**src/rtl/peri_pdm_multi.sv**
```systemverilog
// Wishbone-controlled multi-channel first-order sigma-delta PDM with global enable,
// atomic staged level writes and an optional slew-rate-limited ramp toward each target.
module peri_pdm_multi #(
  parameter int CHANNELS = 4,
  parameter int WIDTH    = 12,
  parameter int RAMP_DIV = 16
) (
  input  logic                clk_i,
  input  logic                rst_i,
  input  logic                wb_we_i,
  input  logic [3:0]          wb_adr_i,
  input  logic [7:0]          wb_dat_i,
  input  logic                wb_stb_i,
  output logic [7:0]          wb_dat_o,
  output logic                wb_ack_o,
  output logic [CHANNELS-1:0] pdm_o
);

  localparam int PW       = (RAMP_DIV > 1) ? $clog2(RAMP_DIV) : 1;
  localparam int LAST_ADR = 2 * CHANNELS + 1;
  localparam logic [PW-1:0] PRESC_MAX = PW'(RAMP_DIV - 1);

  logic [1:0]          ctrl_q, ctrl_d;
  logic [7:0]          stage_q, stage_d;
  logic [PW-1:0]       presc_q, presc_d;
  logic [WIDTH-1:0]    target_q [CHANNELS];
  logic [WIDTH-1:0]    target_d [CHANNELS];
  logic [WIDTH-1:0]    cur_q    [CHANNELS];
  logic [WIDTH-1:0]    cur_d    [CHANNELS];
  logic [WIDTH:0]      acc_q    [CHANNELS];
  logic [WIDTH:0]      acc_d    [CHANNELS];

  logic                wrEn;
  logic                lvlHit;
  logic                lvlHi;
  logic                en;
  logic                ramp;
  logic                tick;
  logic [2:0]          lvlCh;
  logic [CHANNELS-1:0] ramping;
  logic [15:0]         tgtExt;

  assign wrEn     = wb_stb_i && wb_we_i;
  assign lvlHit   = (wb_adr_i >= 4'd2) && (32'(wb_adr_i) <= 32'(LAST_ADR));
  assign lvlHi    = wb_adr_i[0];
  // Address pairs 2/3, 4/5, ... select channel 0, 1, ...
  assign lvlCh    = wb_adr_i[3:1] - 3'd1;
  assign en       = ctrl_q[0];
  assign ramp     = ctrl_q[1];
  assign tick     = ramp && (presc_q == PRESC_MAX);
  assign wb_ack_o = wb_stb_i;

  always_comb begin
    ctrl_d   = ctrl_q;
    stage_d  = stage_q;
    target_d = target_q;
    if (wrEn) begin
      if (wb_adr_i == 4'd0) begin
        ctrl_d = wb_dat_i[1:0];
      end else if (lvlHit && !lvlHi) begin
        stage_d = wb_dat_i;
      end else if (lvlHit) begin
        for (int n = 0; n < CHANNELS; n++) begin
          if (lvlCh == 3'(n)) begin
            target_d[n] = {wb_dat_i[WIDTH-9:0], stage_q};
          end
        end
      end
    end
  end

  // Ramp steps compare against the registered target, so a write landing in a
  // tick cycle only takes effect on the following tick.
  always_comb begin
    presc_d = '0;
    if (ramp && !tick) begin
      presc_d = presc_q + PW'(1);
    end
    for (int n = 0; n < CHANNELS; n++) begin
      cur_d[n] = cur_q[n];
      if (!ramp) begin
        cur_d[n] = target_q[n];
      end else if (tick && (cur_q[n] < target_q[n])) begin
        cur_d[n] = cur_q[n] + WIDTH'(1);
      end else if (tick && (cur_q[n] > target_q[n])) begin
        cur_d[n] = cur_q[n] - WIDTH'(1);
      end
      acc_d[n] = '0;
      if (en) begin
        acc_d[n] = {1'b0, acc_q[n][WIDTH-1:0]} + {1'b0, cur_q[n]};
      end
      ramping[n] = (cur_q[n] != target_q[n]);
      pdm_o[n]   = acc_q[n][WIDTH];
    end
  end

  always_comb begin
    wb_dat_o = '0;
    tgtExt   = '0;
    if (wb_adr_i == 4'd0) begin
      wb_dat_o = {6'd0, ctrl_q};
    end else if (wb_adr_i == 4'd1) begin
      wb_dat_o = 8'(ramping);
    end else if (lvlHit) begin
      for (int n = 0; n < CHANNELS; n++) begin
        if (lvlCh == 3'(n)) begin
          tgtExt = 16'(target_q[n]);
        end
      end
      wb_dat_o = lvlHi ? tgtExt[15:8] : tgtExt[7:0];
    end
  end

  always_ff @(posedge clk_i) begin
    if (rst_i) begin
      ctrl_q  <= '0;
      stage_q <= '0;
      presc_q <= '0;
      for (int n = 0; n < CHANNELS; n++) begin
        target_q[n] <= '0;
        cur_q[n]    <= '0;
        acc_q[n]    <= '0;
      end
    end else begin
      ctrl_q  <= ctrl_d;
      stage_q <= stage_d;
      presc_q <= presc_d;
      for (int n = 0; n < CHANNELS; n++) begin
        target_q[n] <= target_d[n];
        cur_q[n]    <= cur_d[n];
        acc_q[n]    <= acc_d[n];
      end
    end
  end

endmodule
```
**config.mk**
```make
export PLATFORM = sky130hd
export DESIGN_NAME = peri_pdm_multi
export DESIGN_NICKNAME = d
export VERILOG_FILES = /design/src/rtl/peri_pdm_multi.sv
export SDC_FILE = /design/constraint.sdc
export NUM_CORES = 1
export LEC_CHECK = 0
export ABC_AREA = 1
export CAP_MARGIN = 20
export CORE_MARGIN = 2
export CORE_UTILIZATION = 35
export DETAILED_ROUTE_END_ITERATION = 7
export DONT_BUFFER_PORTS = 1
export GPL_TIMING_DRIVEN = 0
export PLACE_DENSITY_LB_ADDON = 0.1
export SETUP_SLACK_MARGIN = 0.05
export SLEW_MARGIN = 25
export SYNTH_ARGS = -nofsm -noshare
export SYNTH_HDL_FRONTEND = slang
export SYNTH_SLANG_ARGS = --single-unit
```
**constraint.sdc**
```tcl
create_clock -name clk_i -period 2.95 [get_ports clk_i]
set_input_delay 0.59 -clock clk_i [delete_from_list [all_inputs] [get_ports clk_i]]
set_output_delay 0.59 -clock clk_i [all_outputs]
set_load 0.02 [all_outputs]
```
==> run metrics, run 1 <==
number of filler cells placed in the layout about 3400; post-route clock period utilization between 90 and 100%; nature of the critical path endpoint register; die area approximately 34000 um2; number of hold violations in the final report 0; largest buffer count on any clock path 2; Root Buffer sky130_fd_sc_hd__clkbuf_16; number of antenna repair diodes 0; Leakage Power between 0.006 and 0.007 uW; number of max-cap violations 0; Clock Latency Late Sink between 0.4 and 0.5 ns; area taken by multi-input logic gates 8360 um2; instance count of the mapped netlist between 1500 and 2000; Net Sw Power approximately 1500 uW; flop and latch count out of synthesis roughly 160; WP data arrival about 3.2 ns; horizontal die dimension ~180 um; IR drop worst, VDD 0.374 mV; number of port buffers 0; headroom to the max-slew limit between 30% and 40%; min cycle time layout 2.87 ns; clock skew around 0.0094 ns; total number of clock tree sinks roughly 160; Bufs and invs on worst path 3; vertical extent of the die between 150 and 200 um; worst slack at placement -0.821 ns; effective utilization at floorplan 35.3%; utilization after layout between 40% and 50%; top flip-flop cell by instance count after synthesis sky130_fd_sc_hd__dfxtp_1; summed instance area of the synthesized netlist between 10000 and 15000 um2; Ys Warns 0; routed length per placed instance 18.6 um; via-per-instance ratio roughly 5.3; DRC violation total after the first TritonRoute iteration approximately 880; Core Rows 66; family with the most delay on the worst path compound AO/OA/AOI/OAI gates; total core area roughly 32000 um2; type of the worst setup path register to register; Req. time, crit path between 3 and 4 ns; fraction of power spent switching nets about 28%; Worst Setup Slack, final 0.0844 ns; remaining antenna violation count 0; hold_buf cts 0; maximum number of pins on one net before global-route repair 17; post-detailed-routing wire length 40000 um; pin slew with the least headroom to its limit slightly above 1 ns; number of synthesized flops with an enable pin 0; setup repair after global routing missed its margin true; Remaining DRCs 0; worst hold margin roughly 0.29 ns; Post-Syn Nets between 1500 and 2000; detailed-routing iteration count for the pre-antenna-repair pass 5; critical-path maximum fanout 6; total vias in the final route roughly 11000; clock transition at the registers of the reported paths about 0.06 ns; signed area change from the synthesized netlist to the final layout 23.9%; count of distinct cell types in the synthesized netlist between 40 and 50; All-Layer GR Usage around a quarter; number of nets in the final layout around 1900; async set or reset register ratio after synthesis 0%; fraction of final layout cells with drive strength greater than 1 19.7%; estimated wirelength of the detail-placed design between 20000 and 30000 um; first-pass GRT wire length ~60000 um; area taken by flip-flops and latches between 3000 and 4000 um2; cell-by-cell listing of the critical path inv_2, ha_4, nand2_2, inv_1, nand2_1, nand2_1, a21oi_4, nand3_4, ha_4, buf_4, nand2_2, a21oi_2, o21ai_1, nand3_2, xor2_1, o21ai_1, a21oi_1; Sequential Power Share a little over two fifths; Hold Path Class input pin to register; share of the yosys chip area belonging to registers between 20 and 30%; relative contribution of the clock network to total power between 40 and 50%; fmax around 350 MHz; accumulated negative setup slack 0 ns; number of H-tree branching levels 4; average footprint of a synthesized cell around 7.0 um2; number of endpoints failing setup at the final stage 0; Crit path largest cell delay 0.33 ns; internal power summed over all cells around 3800 uW; number of CTS-inserted buffers 17; slowest cell on the critical path sky130_fd_sc_hd__dfxtp_2; critical path startpoint category register; power per standard cell area roughly 370 nW/um2; max-slew violation count 0; total congestion overflow after global routing 0; clock tree from TritonCTS built; num ports 29; Comb pwr share about 14%; vias in the first global route around 11000; initial antenna violation count 1; status completed; global placer's final weighted congestion approximately 0.9
through the flow:
stage / area (um2) / instances / power, uW
floorplan: 11400 / 1639 / 2700
global placement: 12000 / 2081 / 2880
detailed placement: 12000 / 2081 / 2880
CTS: 13000 / 2129 / 5200
global route: 14100 / 2150 / 5480
finish: 14100 / 2150 / 5280
layout by cell type (no fill, tap or decap), types with 7 or more instances in the layout:
| cell | count |
|---|---|
| sky130_fd_sc_hd__buf_4 | 39 |
| sky130_fd_sc_hd__nor2_2 | 7 |
| sky130_fd_sc_hd__o211ai_1 | 15 |
| sky130_fd_sc_hd__inv_1 | 173 |
| sky130_fd_sc_hd__inv_2 | 28 |
| sky130_fd_sc_hd__dfxtp_2 | 51 |
| sky130_fd_sc_hd__o21ai_2 | 10 |
| sky130_fd_sc_hd__o21a_1 | 13 |
| sky130_fd_sc_hd__a21oi_2 | 22 |
| sky130_fd_sc_hd__xor2_1 | 12 |
| sky130_fd_sc_hd__nand2_2 | 24 |
| sky130_fd_sc_hd__a31oi_1 | 9 |
| sky130_fd_sc_hd__nand3_2 | 16 |
| sky130_fd_sc_hd__a21oi_1 | 223 |
| sky130_fd_sc_hd__dfxtp_1 | 108 |
| sky130_fd_sc_hd__nor2_4 | 7 |
| sky130_fd_sc_hd__o21ai_1 | 13 |
| sky130_fd_sc_hd__clkbuf_1 | 36 |
| sky130_fd_sc_hd__nor3_1 | 7 |
| sky130_fd_sc_hd__clkbuf_16 | 17 |
| sky130_fd_sc_hd__nand2_1 | 276 |
| sky130_fd_sc_hd__nand3_1 | 66 |
| sky130_fd_sc_hd__ha_1 | 87 |
| sky130_fd_sc_hd__xnor2_1 | 19 |
| sky130_fd_sc_hd__nor2_1 | 104 |
| sky130_fd_sc_hd__ha_4 | 51 |
| sky130_fd_sc_hd__nand4_1 | 20 |
| sky130_fd_sc_hd__o21ai_0 | 154 |
worst paths after layout:
path / startpoint / to / slack [ns] / cells after the start
max: target_q[35]$_SDFFE_PP0P_ / cur_q[1][10]$_SDFFE_PP0P_ / 0.08 / 17
min: wb_dat_i[7] / stage_q[7]$_SDFFE_PP0P_ / 0.29 / 2
min reg2reg: presc_q[0]$_SDFF_PP0_ / presc_q[0]$_SDFF_PP0_ / 0.48 / 1
max reg2reg: target_q[35]$_SDFFE_PP0P_ / cur_q[1][10]$_SDFFE_PP0P_ / 0.08 / 17
timing repair:
action | CTS | global route
endpoints found under the setup margin | 48 | 42
pin swaps | 16 | 74
setup buffers | 15 | 22
gates cloned | 2 | 0
gates resized for setup | 71 | 237
cells by family (layout without fill, tap and decap cells):
kind of cell	count (synthesis)	in the layout	synth area share, %
simple gates	549	551	20.3
compound gates	497	497	23.5
buf+inv	254	321	8.74
flops	162	162	28.5
fa+ha+maj	146	146	16.6
xor+xnor	31	31	2.38
registers in the layout (all words and copies together) (netlist names):
signal    flops
stage_q       8
presc_q       4
cur_q        48
ctrl_q        2
acc_q        52
target_q     48
layout make-up:
type	instances	area share, %
plain buffers	51	1.69
clock inverters	9	0.753
inverters	202	5.39
repair buffers	37	2.24
multi-input cells	1225	59.2
flip-flops and latches	162	23.5
clock buffers	22	3.36
well taps	442	3.91
Yosys cell counts, drive strengths merged, types with 4 or more instances:
cell type / instances / area [um2]
nand2: 303 / 1150
a21oi: 249 / 1260
inv: 202 / 761
o21ai: 177 / 886
dfxtp: 162 / 3240
ha: 138 / 1730
nor2: 119 / 470
nand3: 86 / 448
clkbuf: 39 / 146
nand4: 20 / 125
xnor2: 19 / 166
o211ai: 15 / 113
buf: 13 / 88.8
o21a: 13 / 97.6
nor3: 12 / 65.1
xor2: 12 / 105
a31oi: 10 / 62.6
fa: 8 / 160
o221ai: 8 / 70.1
a211oi: 6 / 45.0
a21o: 6 / 45.0
o21bai: 5 / 37.5
nand3b: 4 / 30.0
per-layer routing:
metal,vias to the layer above,global-route usage (%),wire (um)
li1,5713,-,-
met1,5329,32.8,19000
met4,0,6.43,750
met2,249,39.1,18600
met3,50,3.10,1670
met5,-,0,0
worst register-to-register path: cells and delay by family (launching register included):
family / cells / cell delay [ns]
and+or+nand+nor: 6 / 0.65
AOI/OAI and AO/OA: 5 / 0.67
xor gates and xnor gates: 1 / 0.17
DFF: 1 / 0.33
buffers and inverters: 3 / 0.31
adders and majority gates: 2 / 0.56
power by group through the flow:
| stage | clock network (uW) | logic (uW) | registers (uW) |
|---|---|---|---|
| 2_1_floorplan | 0 | 425 | 2280 |
| 3_3_place_gp | 0 | 577 | 2300 |
| 3_5_place_dp | 0 | 579 | 2300 |
| 4_1_cts | 2320 | 633 | 2250 |
| 5_1_grt | 2410 | 819 | 2260 |
| 6_report | 2280 | 742 | 2260 |
Note: power is estimated with default switching activity, not from simulation.
==> run 2, diff against run 1 <==
--- a/config.mk
+++ b/config.mk
@@ -8,7 +8,7 @@
 export ABC_AREA = 1
 export CAP_MARGIN = 20
 export CORE_MARGIN = 2
-export CORE_UTILIZATION = 35
+export CORE_UTILIZATION = 59
 export DETAILED_ROUTE_END_ITERATION = 7
 export DONT_BUFFER_PORTS = 1
 export GPL_TIMING_DRIVEN = 0
==> run 2 against run 1 <==
  * Largest power group is now registers
  * Die area decreased by 40%
  * Highest routed layer unchanged
  * The run now ends with setup timing left
  * Wire length rose by 0.50%
  * Clock power shrank 2%
  * Critical endpoint is now cur_q[0][11]$_SDFFE_PP0P_
==> run metrics, run 2 (synthesis gave the netlist of run 1 again) <==
fraction of final layout cells with drive strength greater than 1 roughly 22%; r2r startpoint target_q[45]$_SDFFE_PP0P_; total number of clock tree sinks between 150 and 200; IR drop worst, VDD a little over 0.4 mV; Final Instance Count excl. Fillers 1994; clock skew 0.0132 ns; hold path start wb_dat_i[6]; number of max-cap violations 0; total core area approximately 19000 um2; worst slack at placement -0.673 ns; via-per-instance ratio approximately 6.1; clock tree from TritonCTS built; power per standard cell area between 300 and 400 nW/um2; Leakage Power 0.00613 uW; Root Buffer sky130_fd_sc_hd__clkbuf_16; cell area after placement about 12000 um2; WP data arrival 3.43 ns; start point of the critical path target_q[45]$_SDFFE_PP0P_; critical path startpoint category register; setup repair after global routing missed its margin true; number of endpoints failing setup at the final stage 7; die area ~20000 um2; max-slew violation count 0; All-Layer GR Usage between 30% and 40%; clock transition at the registers of the reported paths approximately 0.070 ns; post-route clock period utilization 107%; placed cell count between 1500 and 2000; routed length per placed instance ~20 um; Crit path largest cell delay roughly 0.38 ns; Remaining DRCs 0; vias in the first global route 10700; Core Rows 50; violated checks setup timing; min cycle time layout 3.15 ns; num ports 29; headroom to the max-slew limit between 30% and 40%; pin slew with the least headroom to its limit about 1.0 ns; number of flip-flops in the largest register 52; total vias in the final route around 12000; number of H-tree branching levels 4; worst hold margin 0.291 ns; initial antenna violation count 0; effective utilization at floorplan roughly three fifths; area of all placed cells without fillers around 14000 um2; largest buffer count on any clock path 2; fmax between 300 and 400 MHz; status finished, violations left; uppermost layer routed met4; remaining antenna violation count 0; most common cell after layout, fill and taps aside sky130_fd_sc_hd__nand2_1; setup slack of the most critical reg-to-reg path -0.20 ns; total congestion overflow after global routing 0; type of the worst setup path register to register; first-pass GRT wire length around 57000 um; slowest cell on the critical path sky130_fd_sc_hd__ha_1; most used cells in the layout excluding fill and tap cells sky130_fd_sc_hd__nand2_1, sky130_fd_sc_hd__a21oi_1, sky130_fd_sc_hd__inv_1; cell-by-cell listing of the critical path inv_2, ha_4, nand2_1, nand2_1, nand2_1, nand2_1, nand2_1, nand4_1, buf_6, ha_1, nand2_1, nor2_1, nand3_1, nand3_2, nand3b_1, nand3_1, nand2_1, a21oi_1; number of antenna repair diodes 0; number of hold violations in the final report 0; Worst Setup Slack, final -0.204 ns; number of port buffers 0; Hold Path Class input pin to register; Req. time, crit path 3.23 ns; accumulated negative setup slack -0.812 ns; maximum number of pins on one net before global-route repair 17; detailed-routing iteration count for the pre-antenna-repair pass 7; DR WL met3 ~4300 um; largest register by flop count acc_q; nature of the critical path endpoint register; library cell appearing most often on the critical path sky130_fd_sc_hd__nand2_1; detailed-routed wire length on met2 roughly 18000 um; global placer's final weighted congestion between 1 and 1.5; number of CTS-inserted buffers 17; vertical extent of the die about 140 um; Top Registers acc_q x52, cur_q x48, target_q x48; critical-path maximum fanout 4; signed area change from the synthesized netlist to the final layout 24.7%; Metal-1 WL around 17000 um; post-detailed-routing wire length around 40000 um; DRC violation total after the first TritonRoute iteration approximately 1400; horizontal die dimension roughly 140 um; number of nets in the final layout about 1900; Clock Latency Late Sink about 0.44 ns; estimated wirelength of the detail-placed design 26300 um
## run 2: worst paths after layout
| path | end | cells past startpoint |
|---|---|---|
| max | cur_q[0][11]$_SDFFE_PP0P_ | 18 |
| min | stage_q[6]$_SDFFE_PP0P_ | 2 |
| max reg2reg | cur_q[0][11]$_SDFFE_PP0P_ | 18 |
| min reg2reg | presc_q[0]$_SDFF_PP0_ | 1 |
## run 2: per-layer routing
| layer | up-vias | global-route usage [%] |
|---|---|---|
| met3 | 140 | 9.42 |
| met5 | - | 0 |
| met2 | 660 | 55.1 |
| met1 | 5667 | 49.8 |
| li1 | 5787 | - |
| met4 | 0 | 13.0 |
## run 2: area by class of cell
cell class	instances	area [um2]
well taps	260	325
plain buffers	51	236
clock inverters	10	103
multi-input cells	1226	8500
flip-flops and latches	162	3320
fillers	1395	4620
inverters	202	768
repair buffers	61	484
clock buffers	22	474
## run 2: power breakdown
group	switching, uW	internal (uW)	leakage, uW
sequential	46.1	2210	0.00133
combinational	510	300	0.00452
clock	991	1240	0.000277
## run 2: through the flow
stage               power (uW)  util, %
global placement          2850     62.3
detailed placement        2860     62.3
global route              5440     75.5
floorplan                 2700        -
CTS                       5100     68.3
finish                    5290     75.5
## run 2: worst max-delay path, delay by kind of cell (launching register included)
family	cells	cell delay, ns
AOI/OAI and AO/OA	1	0.07
adders and majority gates	2	0.59
buffers and inverters	2	0.33
DFF	1	0.32
and+or+nand+nor	13	1.69
## run 2: repair_timing
| item | CTS | global route |
|---|---|---|
| cloned | 3 | 1 |
| buffers inserted | 13 | 47 |
| hold buffers | 0 | 0 |
| pin swaps | 17 | 85 |
| setup endpoints to repair | 43 | 41 |
| gates resized for setup | 90 | 252 |
==> run 3, diff against run 2 <==
--- a/config.mk
+++ b/config.mk
@@ -11,6 +11,7 @@
 export CORE_UTILIZATION = 59
 export DETAILED_ROUTE_END_ITERATION = 7
 export DONT_BUFFER_PORTS = 1
+export GPL_ROUTABILITY_DRIVEN = 0
 export GPL_TIMING_DRIVEN = 0
 export PLACE_DENSITY_LB_ADDON = 0.1
 export SETUP_SLACK_MARGIN = 0.05
==> run 3 against run 2 <==
  * Worst setup slack better by 0.21 ns
  * Clock power grew 2%
  * The flow now finishes without violations
  * Sequential share of layout area is 0.63 points higher
  * Clock skew is 0.0020 ns lower
  * Die area did not move
  * Sequential power is essentially flat
  * Total power decreased by 0.90%
  * First-iteration DRC count down 16%
==> run metrics, run 3 (synthesis gave the netlist of run 1 again) <==
first-pass GRT wire length 53300 um; vias in the first global route around 11000; via-per-instance ratio about 6; initial antenna violation count 0; number of port buffers 0; critical-path maximum fanout 7; critical path startpoint category register; total core area between 15000 and 20000 um2; nature of the critical path endpoint register; worst hold margin 0.284 ns; number of CTS-inserted buffers 17; detailed-routing iteration count for the pre-antenna-repair pass 5; clock tree from TritonCTS built; DRC violation total after the first TritonRoute iteration 1161; routed length per placed instance about 19 um; number of hold violations in the final report 0; signed area change from the synthesized netlist to the final layout 21.4%; number of H-tree branching levels 4; WP data arrival between 3 and 4 ns; Req. time, crit path ~3.3 ns; cell area after placement roughly 12000 um2; largest buffer count on any clock path 2; effective utilization at floorplan 60.5%; Hold Path Class input pin to register; number of flip-flops in the largest register 52; total power after layout between 5000 and 6000 uW; clock skew around 0.011 ns; die area just over 20000 um2; total number of clock tree sinks roughly 160; number of nets in the final layout 1857; status completed; clock transition at the registers of the reported paths about 0.070 ns; post-route clock period utilization approximately 100%; power per standard cell area approximately 380 nW/um2; fraction of final layout cells with drive strength greater than 1 between 15 and 20%; number of endpoints failing setup at the final stage 0; IR drop worst, VDD between 0.4 and 0.5 mV; min cycle time layout roughly 2.9 ns; total vias in the final route between 10000 and 15000; pin slew with the least headroom to its limit around 0.89 ns; estimated wirelength of the detail-placed design approximately 25000 um; total congestion overflow after global routing 0; fmax between 300 and 400 MHz; Top Registers acc_q x52, cur_q x48, target_q x48; Remaining DRCs 0; Core Rows 50; cell-by-cell listing of the critical path inv_1, ha_1, a21oi_1, o21ai_0, nand2_2, nand3_4, ha_4, nand2_1, o21ai_2, and3_1, nor2_2, nand3_1, nand3_1, nand2_1, a21oi_1; maximum number of pins on one net before global-route repair 17; vertical extent of the die 143 um; post-detailed-routing wire length roughly 37000 um; accumulated negative setup slack 0 ns; num ports 29; Clock Latency Late Sink roughly 0.45 ns; number of max-cap violations 0; All-Layer GR Usage between 30% and 40%; Crit path largest cell delay 0.38 ns; Root Buffer sky130_fd_sc_hd__clkbuf_16; most used cells in the layout excluding fill and tap cells sky130_fd_sc_hd__nand2_1, sky130_fd_sc_hd__a21oi_1, sky130_fd_sc_hd__inv_1; area of all placed cells without fillers between 10000 and 15000 um2; max-slew violation count 0; most common cell after layout, fill and taps aside sky130_fd_sc_hd__nand2_1; largest register by flop count acc_q; remaining antenna violation count 0; type of the worst setup path register to register; number of antenna repair diodes 0; Leakage Power 0.00598 uW; slowest cell on the critical path sky130_fd_sc_hd__ha_4; headroom to the max-slew limit between 40% and 50%; setup repair after global routing missed its margin true; horizontal die dimension between 100 and 150 um
run 3: cell types whose count changed in the layout (fill, tap and decap cells not counted), moves of 4 or more:
cell | before | now
sky130_fd_sc_hd__dfxtp_2 | 45 | 54
sky130_fd_sc_hd__nand3_2 | 19 | 10
sky130_fd_sc_hd__dfxtp_1 | 111 | 105
sky130_fd_sc_hd__nor2_4 | 6 | 2
sky130_fd_sc_hd__inv_2 | 25 | 21
sky130_fd_sc_hd__inv_1 | 173 | 177
sky130_fd_sc_hd__nand3_1 | 63 | 71
sky130_fd_sc_hd__buf_4 | 62 | 35
sky130_fd_sc_hd__nand2_2 | 30 | 26
sky130_fd_sc_hd__nor2_1 | 96 | 102
run 3: stage by stage:
stage          utilization, %  cells  setup slack [ns]
2_1_floorplan               -   1639            0.0808
6_report                 73.5   1967           0.00930
3_3_place_gp             62.3   1899            -0.583
3_5_place_dp             62.3   1899            -0.660
5_1_grt                  73.5   1967           -0.0989
4_1_cts                  66.9   1941          -0.00902
run 3: path summary, 6_finish.rpt:
check                            startpoint                         to  slack, ns  depth (start not counted)
hold reg to reg       presc_q[0]$_SDFF_PP0_      presc_q[0]$_SDFF_PP0_       0.42                          1
hold / removal                  wb_dat_i[6]    stage_q[6]$_SDFFE_PP0P_       0.28                          2
setup reg to reg  target_q[13]$_SDFFE_PP0P_  cur_q[2][11]$_SDFFE_PP0P_      0.009                         15
setup / recovery  target_q[13]$_SDFFE_PP0P_  cur_q[2][11]$_SDFFE_PP0P_      0.009                         15
run 3: layer usage:
layer  global-route usage, %  vias up  routed length, um
met5                       0        -                  0
met4                    16.2        0               1710
met3                    6.77      121               3070
met2                    52.0      525              16100
met1                    44.9     5403              15700
li1                        -     5717                  -
run 3: what timing repair did:
item	CTS	global route
setup buffers	11	25
hold buffers	0	0
resized for setup	36	274
pin swaps	4	71
cloned	0	2
setup endpoints to repair	40	42
run 3: final cells by class:
type	count	area, um2
buffer	51	236
clock buffer	20	457
clock inverter	11	130
fill	1435	4990
inverter	202	768
multi-input combinational	1224	8270
sequential	162	3320
tap	260	325
timing repair buffer	37	328
run 3: power breakdown:
part | leakage (uW) | switching, uW | internal [uW]
logic | 0.00436 | 444 | 266
registers | 0.00134 | 47.1 | 2210
clock network | 0.000280 | 983 | 1290
total | 0.00598 | 1470 | 3770
run 3: critical path: cells and delay by family (launching register included):
family / cells / cell delay, ns
AND/OR/NAND/NOR: 8 / 1.02
buffers and inverters: 1 / 0.08
AO/OA/AOI/OAI: 4 / 0.63
flip-flops: 1 / 0.34
adder cells (fa/ha/maj): 2 / 0.70
